--- src/rtl/multiplication_modulo_pkg.sv ---
// Shared constants for the serial modular multiplier: default operand
// width and the controller state encoding.
package multiplication_modulo_pkg;

    localparam int SIZE_DEFAULT = 64;

    typedef enum logic [1:0] {
        ST_IDLE   = 2'd0,
        ST_MUL    = 2'd1,
        ST_REDUCE = 2'd2,
        ST_DONE   = 2'd3
    } state_t;

endpackage

--- src/rtl/multiplication_modulo_reduce.sv ---
// Bit-serial restoring remainder: one dividend bit per cycle, W cycles.
// A one-cycle i_start pulse loads the operands; o_done pulses on the edge
// that completes the last step. A zero divisor reports a zero remainder.
module mod_reduce_serial #(
    parameter int W = 128
) (
    input  logic         clk,
    input  logic         rst_n,
    input  logic         i_start,
    input  logic [W-1:0] i_dividend,
    input  logic [W-1:0] i_divisor,
    output logic         o_done,
    output logic [W-1:0] o_remainder
);

    localparam int CW = $clog2(W) + 1;

    // One extra bit so the shifted partial remainder never overflows
    logic [W:0]    r_rem;
    logic [W-1:0]  r_div;
    logic [W-1:0]  r_mod;
    logic [CW-1:0] r_cnt;
    logic          r_busy;
    logic          r_done;

    logic [W:0]    w_shift;
    logic          w_ge;
    logic [W:0]    w_trial;

    // The previous remainder is always below the divisor, so its top bit is zero
    assign w_shift = {r_rem[W-1:0], r_div[W-1]};
    assign w_ge    = (w_shift >= {1'b0, r_mod});
    assign w_trial = w_ge ? (w_shift - {1'b0, r_mod}) : w_shift;

    // Load on start, then shift in one dividend MSB per cycle and restore
    always_ff @(posedge clk or negedge rst_n) begin
        if (!rst_n) begin
            r_rem  <= '0;
            r_div  <= '0;
            r_mod  <= '0;
            r_cnt  <= '0;
            r_busy <= 1'b0;
            r_done <= 1'b0;
        end else begin
            r_done <= 1'b0;
            if (i_start) begin
                r_rem  <= '0;
                r_div  <= i_dividend;
                r_mod  <= i_divisor;
                r_cnt  <= '0;
                r_busy <= 1'b1;
            end else if (r_busy) begin
                r_rem <= w_trial;
                r_div <= {r_div[W-2:0], 1'b0};
                r_cnt <= r_cnt + 1'b1;
                if (r_cnt == CW'(W - 1)) begin
                    r_busy <= 1'b0;
                    r_done <= 1'b1;
                end
            end
        end
    end

    assign o_done      = r_done;
    assign o_remainder = (r_mod == '0) ? '0 : r_rem[W-1:0];

endmodule

--- src/rtl/multiplication_modulo.sv ---
// Serial (A*B) mod M: SIZE-cycle shift-add multiply, then a 2*SIZE-cycle
// restoring reduction, with a joint three-input accept and held output.
module multiplication_modulo
    import multiplication_modulo_pkg::*;
#(
    parameter int SIZE = SIZE_DEFAULT
) (
    input  logic              clk,
    input  logic              rst,
    input  logic [SIZE-1:0]   input_multiplier_tdata,
    input  logic              input_multiplier_tvalid,
    output logic              input_multiplier_tready,
    input  logic [SIZE-1:0]   input_multiplicand_tdata,
    input  logic              input_multiplicand_tvalid,
    output logic              input_multiplicand_tready,
    input  logic [2*SIZE-1:0] input_modulus_tdata,
    input  logic              input_modulus_tvalid,
    output logic              input_modulus_tready,
    output logic [2*SIZE-1:0] output_tdata,
    output logic              output_tvalid,
    input  logic              output_tready
);

    localparam int PW = 2 * SIZE;
    localparam int CW = $clog2(SIZE) + 1;

    state_t          r_state;
    logic [SIZE-1:0] r_a;
    logic [PW-1:0]   r_b_sh;
    logic [PW-1:0]   r_prod;
    logic [PW-1:0]   r_m;
    logic [PW-1:0]   r_tdata;
    logic [CW-1:0]   r_cnt;
    logic            r_tready;
    logic            r_tvalid;

    logic            w_accept;
    logic [PW-1:0]   w_prod_next;
    logic            w_mul_last;
    logic            w_red_done;
    logic [PW-1:0]   w_red_rem;

    // r_tready is only high in IDLE, so it also gates acceptance after reset release
    assign w_accept = (r_state == ST_IDLE) && r_tready && input_multiplier_tvalid
                    && input_multiplicand_tvalid && input_modulus_tvalid;

    // LSB-first shift-add: the multiplicand walks left as the multiplier walks right
    assign w_prod_next = r_prod + (r_a[0] ? r_b_sh : '0);
    assign w_mul_last  = (r_state == ST_MUL) && (r_cnt == CW'(SIZE - 1));

    // The final product is handed over combinationally on the last MUL edge
    mod_reduce_serial #(
        .W (PW)
    ) u_reduce (
        .clk         (clk),
        .rst_n       (rst),
        .i_start     (w_mul_last),
        .i_dividend  (w_prod_next),
        .i_divisor   (r_m),
        .o_done      (w_red_done),
        .o_remainder (w_red_rem)
    );

    // Controller with registered handshake outputs and the inline multiply datapath
    always_ff @(posedge clk or negedge rst) begin
        if (!rst) begin
            r_state  <= ST_IDLE;
            r_a      <= '0;
            r_b_sh   <= '0;
            r_prod   <= '0;
            r_m      <= '0;
            r_tdata  <= '0;
            r_cnt    <= '0;
            r_tready <= 1'b0;
            r_tvalid <= 1'b0;
        end else begin
            case (r_state)
                ST_IDLE: begin
                    if (w_accept) begin
                        r_a      <= input_multiplier_tdata;
                        r_b_sh   <= PW'(input_multiplicand_tdata);
                        r_m      <= input_modulus_tdata;
                        r_prod   <= '0;
                        r_cnt    <= '0;
                        r_tready <= 1'b0;
                        r_state  <= ST_MUL;
                    end else begin
                        r_tready <= 1'b1;
                    end
                end
                ST_MUL: begin
                    r_prod <= w_prod_next;
                    r_a    <= r_a >> 1;
                    r_b_sh <= r_b_sh << 1;
                    r_cnt  <= r_cnt + 1'b1;
                    if (w_mul_last) begin
                        r_state <= ST_REDUCE;
                    end
                end
                ST_REDUCE: begin
                    if (w_red_done) begin
                        r_tdata  <= w_red_rem;
                        r_tvalid <= 1'b1;
                        r_state  <= ST_DONE;
                    end
                end
                ST_DONE: begin
                    if (output_tready) begin
                        r_tvalid <= 1'b0;
                        r_tready <= 1'b1;
                        r_state  <= ST_IDLE;
                    end
                end
                default: begin
                    r_state <= ST_IDLE;
                end
            endcase
        end
    end

    assign input_multiplier_tready   = r_tready;
    assign input_multiplicand_tready = r_tready;
    assign input_modulus_tready      = r_tready;
    assign output_tdata              = r_tdata;
    assign output_tvalid             = r_tvalid;

endmodule

--- config.mk ---
export PLATFORM = sky130hd
export DESIGN_NAME = multiplication_modulo
export DESIGN_NICKNAME = d
export VERILOG_FILES = /design/src/rtl/multiplication_modulo_pkg.sv /design/src/rtl/multiplication_modulo_reduce.sv /design/src/rtl/multiplication_modulo.sv
export SDC_FILE = /design/constraint.sdc
export NUM_CORES = 2
export LEC_CHECK = 0
export ABC_AREA = 1
export CORE_MARGIN = 8
export CORE_UTILIZATION = 50
export DETAILED_ROUTE_END_ITERATION = 8
export PLACE_DENSITY = 0.66
export SLEW_MARGIN = 20
export SYNTH_ARGS = -nofsm -noshare
export SYNTH_HDL_FRONTEND = slang
export SYNTH_SLANG_ARGS = --single-unit
--- constraint.sdc ---
create_clock -name clk -period 3.7 [get_ports clk]
set_input_delay 0.37 -clock clk [delete_from_list [all_inputs] [get_ports clk]]
set_output_delay 0.37 -clock clk [all_outputs]
set_load 0.02 [all_outputs]
Yosys cells after proc, flatten, opt, wreduce, memory -nomap -nowiden --
Cells that the tools add are included.
Cells by class: add/subtract/negate cells 4, magnitude comparators 1, eq/ne operators 9, muxes and demuxes 34, reduce and logical (&&, ||, !) cells 17
Operators with widths (count):
- $mux 128 | 9
- $pmux 128 s2 | 2
- $ge 129x128->1 | 1
- $add 128x128->128 | 1
- $logic_not 128->1 | 1
- $pmux 64 s2 | 1
- $sub 128x128->128 | 1
- $mux 64 | 1
- $mux 8 | 2
- $pmux 7 s2 | 1
- $mux 1 | 10
- $add 8x1->8 const B | 1
- $eq 8x7->1 const B | 1
- $mux 2 | 4
- $pmux 2 s4 | 1
- $reduce_and 2->1 | 4
- $reduce_bool 2->1 | 4
- $add 7x1->7 const B | 1
- $eq 7x6->1 const B | 1
- $mux 7 | 1
- $logic_and 1x1->1 | 5
- $eq 2x2->1 const B | 2
- $ne 2x1->1 const B | 2
- $ne 2x2->1 const B | 2
- 5 further kinds | 6
Word-level totals: bits in registers 981, bits of input ports 262, output and inout port bits 132, word-level logic and storage cells 80

Depth between registers and ports, before layout --
depth in word-level cells 7, depth in mapped cells 22, gate-level depth less buffers 20

Hierarchy --
Synthesis repeated with hierarchy kept, for this count alone.
Second synthesis, totals: cell total of the unflattened synthesis 11066, area total of the unflattened synthesis 70223.6 um2
By module, submodules not included:
- multiplication_modulo | instances 1, cells an instance 5711, area each 37958.9 um2, sequential area each 14689.1 um2
- mod_reduce_serial | instances 1, cells an instance 5355, area each 32264.7 um2, sequential area each 9859.5 um2

Worst setup path after synthesis --
Ideal clock, no wire load.
kind reg-to-reg, start register r_a[0], end register u_reduce.r_div[82], library setup time 0.125 ns, arrival 2.587 ns, data required time 3.575 ns, slack 0.988 ns, cell stages (with the launch flop) 21, buffers on the path 2, clock period less this slack 2.712 ns, cell sequence dfrtp_1 clkbuf_1 clkbuf_1 nand2_1 inv_1 ha_1 fa_1 nand3_1 nand3_1 nand2_1 nand2_1 nand2_1 nand2_1 nand2_1 nand2_1 nand2_1 nand3_1 nand2_1 nand3_1 nand3_1 nand3_1
Between the ends: word-level cells in the longest chain between the ends 3
Ends and longest elaborated chain:
- from (decl) | RTL line multiplication_modulo.sv:28 | logic [SIZE-1:0] r_a;
- from (signal assigned) | RTL line multiplication_modulo.sv:80 | r_a <= input_multiplier_tdata;
- from (signal assigned) | RTL line multiplication_modulo.sv:93 | r_a <= r_a >> 1;
- $mux 128 | RTL line multiplication_modulo.sv:48 | assign w_prod_next = r_prod + (r_a[0] ? r_b_sh : '0);
- $add 128x128->128 | RTL line multiplication_modulo.sv:48
- $mux 128 | RTL line multiplication_modulo_reduce.sv:46 | if (i_start) begin
- to (signal assigned) | RTL line multiplication_modulo_reduce.sv:48 | r_div <= i_dividend;
- to (signal assigned) | RTL line multiplication_modulo_reduce.sv:54 | r_div <= {r_div[W-2:0], 1'b0};
- to (decl) | RTL line multiplication_modulo_reduce.sv:20 | logic [W-1:0] r_div;
Every way passes these cells. A chain may end at the register's enable or synchronous reset.

Worst setup path after layout --
start register r_a[0], end register u_reduce.r_div[117]
Same word-level chain as after synthesis.

==> results.sh <==
export IMPL_status="complete, no violations"
export IMPL_finalCriticalPeriod_ns=3.634
export IMPL_critPathBufInv=3
export IMPL_yosys_area_top_type="dfrtp_1"
export IMPL_max_stage_delay_ns=0.57
export IMPL_async_reset_ff_share_pct=100.0
export IMPL_synth_fp_nets=11040
export IMPL_path_cells="buf_4 > buf_12 > nand2_1 > inv_1 > ha_1 > a21oi_1 > o21ai_0 > a21oi_1 > o21ai_0 > nand2_1 > nand2_1 > a21oi_1 > nand3_1 > nand3_1 > nand2_1"
export IMPL_worst_setup_path_start_kind="register"
export IMPL_synth_most_common_cell="nand2_1"
export IMPL_postRouteAntennaNets=0
export IMPL_dieWidth_um=384.6
export IMPL_dpl_worst_slack_ns=-0.01695
export IMPL_routed_wl_mm=272.4
export IMPL_synth_ff_latch_count=981
export IMPL_fin_skew_ns=0.05037
export IMPL_globalRouteOverflowTotal=0
export IMPL_clockBufferDepth=3
export IMPL_path_clk_slew_ns=0.06
export IMPL_drv_slew=0
export IMPL_gr_usage_all_layers_pct=36.10
export IMPL_regArea_um2=24550
export IMPL_tritoncts="yes"
export IMPL_cts_setup_buffers=0
export IMPL_netlist_instances=10510
export IMPL_ys_warnings_count=0
export IMPL_wl_per_cell_um=21.27
export IMPL_cp_slowest_cell="dfrtp_4"
export IMPL_h_tree_depth=3
export IMPL_ios=394
export IMPL_fin_nets=11460
export IMPL_cap_violations=0
export IMPL_setup_tns_final_ns=0
export IMPL_clock_sinks=981
export IMPL_antenna_found_initial=10
export IMPL_grt_pass1_wl_mm=410.5
export IMPL_stdcell_area_um2=78690
export IMPL_synthFlopType="dfrtp_1"
export IMPL_timing_worst_setup_path_type="reg2reg"
export IMPL_critPathTopFamily="compound AO/OA/AOI/OAI gates"
export IMPL_tightest_slew_ns=1.047
export IMPL_clock_fmax_ghz=0.2752
export IMPL_place_area_um2=75000
export IMPL_drive_gt1_share_pct=5.044
export IMPL_num_rows=135
export IMPL_synthToLayoutAreaGrowth_pct=15.85
export IMPL_slew_headroom_pct=30.21
export IMPL_ys_types=49
export IMPL_avgSynthCellArea_um2=6.461
export IMPL_drt_pass1_iter_count=8
export IMPL_cts_root_buf="clkbuf_16"
export IMPL_port_buffer_count=393
export IMPL_dieArea_um2=147900
export IMPL_cp_max_fo=30
export IMPL_hold_path_class="in2reg"
export IMPL_arrival_ns=4.27
export IMPL_die_y_um=384.6
export IMPL_drc=0
export IMPL_synth_top_area_share_pct=36.14
export IMPL_synth_edf_count=0
export IMPL_initial_core_util_pct=50.26
export IMPL_synth_seq_area_share_pct=36.14
export IMPL_dp_hpwl_mm=222.9
export IMPL_drt_vias_per_instance=5.420
export IMPL_critPathRequiredTime_ns=4.33
export IMPL_netlist_area_um2=67920
export IMPL_dr_first_iter_drc_count=6231
export IMPL_setup_viol=0
export IMPL_multi_input_area_um2=34780
export IMPL_crit_top_cell="nand2_1"
export IMPL_clk_latency_ns=0.76
export IMPL_num_vias=69420
export IMPL_grt_pass1_vias=69110
export IMPL_endpoint_kind="register"
export IMPL_design_core_area_um2=135100
export IMPL_grt_max_degree=192
export IMPL_finalWeightedCongestion=1.125
export IMPL_fill_cells=13020
export IMPL_min_period_over_period_pct=98.23
export IMPL_fin_ws_ns=0.06562
export IMPL_hold_violations=0
export IMPL_netlist_top_cells_count="4,018 x nand2_1, 1,875 x inv_1, 981 x dfrtp_1"
export IMPL_tritoncts_num_buffers=104
export IMPL_ys_top_cells_by_area="dfrtp_1 36%, nand2_1 22%, inv_1 10%"
[layout make-up]
class,instances,share of cell area [%]
multi-input cells,7295,44.19
flip-flops and latches,981,31.20
inverters,1914,9.144
repair buffers,641,8.074
clock buffers,146,3.762
well taps,1781,2.832
clock inverters,45,0.7759
diodes,5,0.01590
[cell families after synthesis]
| logic type | synth area share (%) |
|---|---|
| simple gates | 34.46 |
| flops | 36.14 |
| fa+ha+maj | 4.867 |
| xor+xnor | 1.754 |
| buf+inv | 12.90 |
| compound gates | 9.870 |
[worst register-to-register path, cell delays in order (launching register included)]
cell and delay [ns]:
dfrtp_4 0.57, buf_4 0.24, buf_12 0.19, nand2_1 0.07, inv_1 0.04, ha_1 0.32, a21oi_1 0.23, o21ai_0 0.33
a21oi_1 0.37, o21ai_0 0.29, nand2_1 0.12, nand2_1 0.06, a21oi_1 0.34, nand3_1 0.16, nand3_1 0.12, nand2_1 0.08
[placed cells by master (no fill, tap or decap), types with 10 or more instances in the layout]
| cell type | instances |
|---|---|
| a31oi_1 | 66 |
| nor2_1 | 695 |
| nor2_2 | 28 |
| inv_1 | 1871 |
| nand2_2 | 10 |
| xor2_1 | 73 |
| o211ai_1 | 73 |
| clkinv_1 | 24 |
| xnor2_1 | 63 |
| nor3_1 | 66 |
| nand3b_1 | 78 |
| o22ai_1 | 105 |
| o21bai_1 | 50 |
| a21oi_1 | 336 |
| inv_2 | 14 |
| nand2_1 | 4013 |
| o21ai_1 | 49 |
| nor4_1 | 32 |
| nand3_1 | 653 |
| clkbuf_1 | 22 |
| buf_12 | 44 |
| a22o_1 | 41 |
| clkbuf_16 | 104 |
| o21ai_0 | 390 |
| o221ai_1 | 34 |
| nand3_2 | 51 |
| buf_4 | 203 |
| clkinv_2 | 21 |
| clkbuf_8 | 20 |
| ha_1 | 260 |
| dfrtp_1 | 980 |
| clkdlybuf4s50_1 | 392 |
| nand4_1 | 74 |
[per-layer routing]
| layer | track usage, % | vias up | share of wire, % |
|---|---|---|---|
| met4 | 22.46 | 0 | 7.5 |
| met2 | 61.49 | 2561 | 47 |
| met5 | 0 | - | 0 |
| met3 | 5.422 | 685 | 6.6 |
| li1 | - | 33380 | - |
| met1 | 42.79 | 32790 | 39 |
[final timing paths]
check                      slack, ns               startpoint  cells past startpoint                   to
min                             0.15  input_modulus_tdata[90]                      3              r_m[90]
min in group asynchronous       0.20                      rst                      2              r_m[41]
max in group asynchronous       2.30                      rst                      4           r_b_sh[78]
max reg2reg                     0.07                   r_a[0]                     15  u_reduce.r_div[117]
min reg2reg                     0.47                   r_m[3]                      2               r_m[3]
max                             0.07                   r_a[0]                     15  u_reduce.r_div[117]
[flip-flops by register name, summed over array words and instances, names as in the netlist, 2 cells and up]
signal and flops:
output_tdata 128, r_b_sh 128, r_m 128, r_prod 128, u_reduce.r_div 128, u_reduce.r_mod 128, u_reduce.r_rem 128, r_a 64
u_reduce.r_cnt 8, r_cnt 7, r_state 2
[stage by stage]
step / instances / hold slack, ns / util [%]
CTS: 12800 / 0.1190 / 58.16
floorplan: 10510 / 0.07441 / -
detailed placement: 12610 / 0.4228 / 55.50
global route: 12810 / 0.1439 / 58.23
global placement: 12610 / 0.4180 / 55.50
finish: 12810 / 0.1545 / 58.23
[timing repair]
action                                  4_1_cts  5_1_grt
endpoints found under the setup margin        2       58
hold buffers                                  1        0
endpoints found under the hold margin        60        0
resized for setup                             1       25
pin swaps                                     0        0
Power is left out: the tool's default activity adds up to more than one toggle a clock period on the data nets, which glitch-free logic cannot reach.
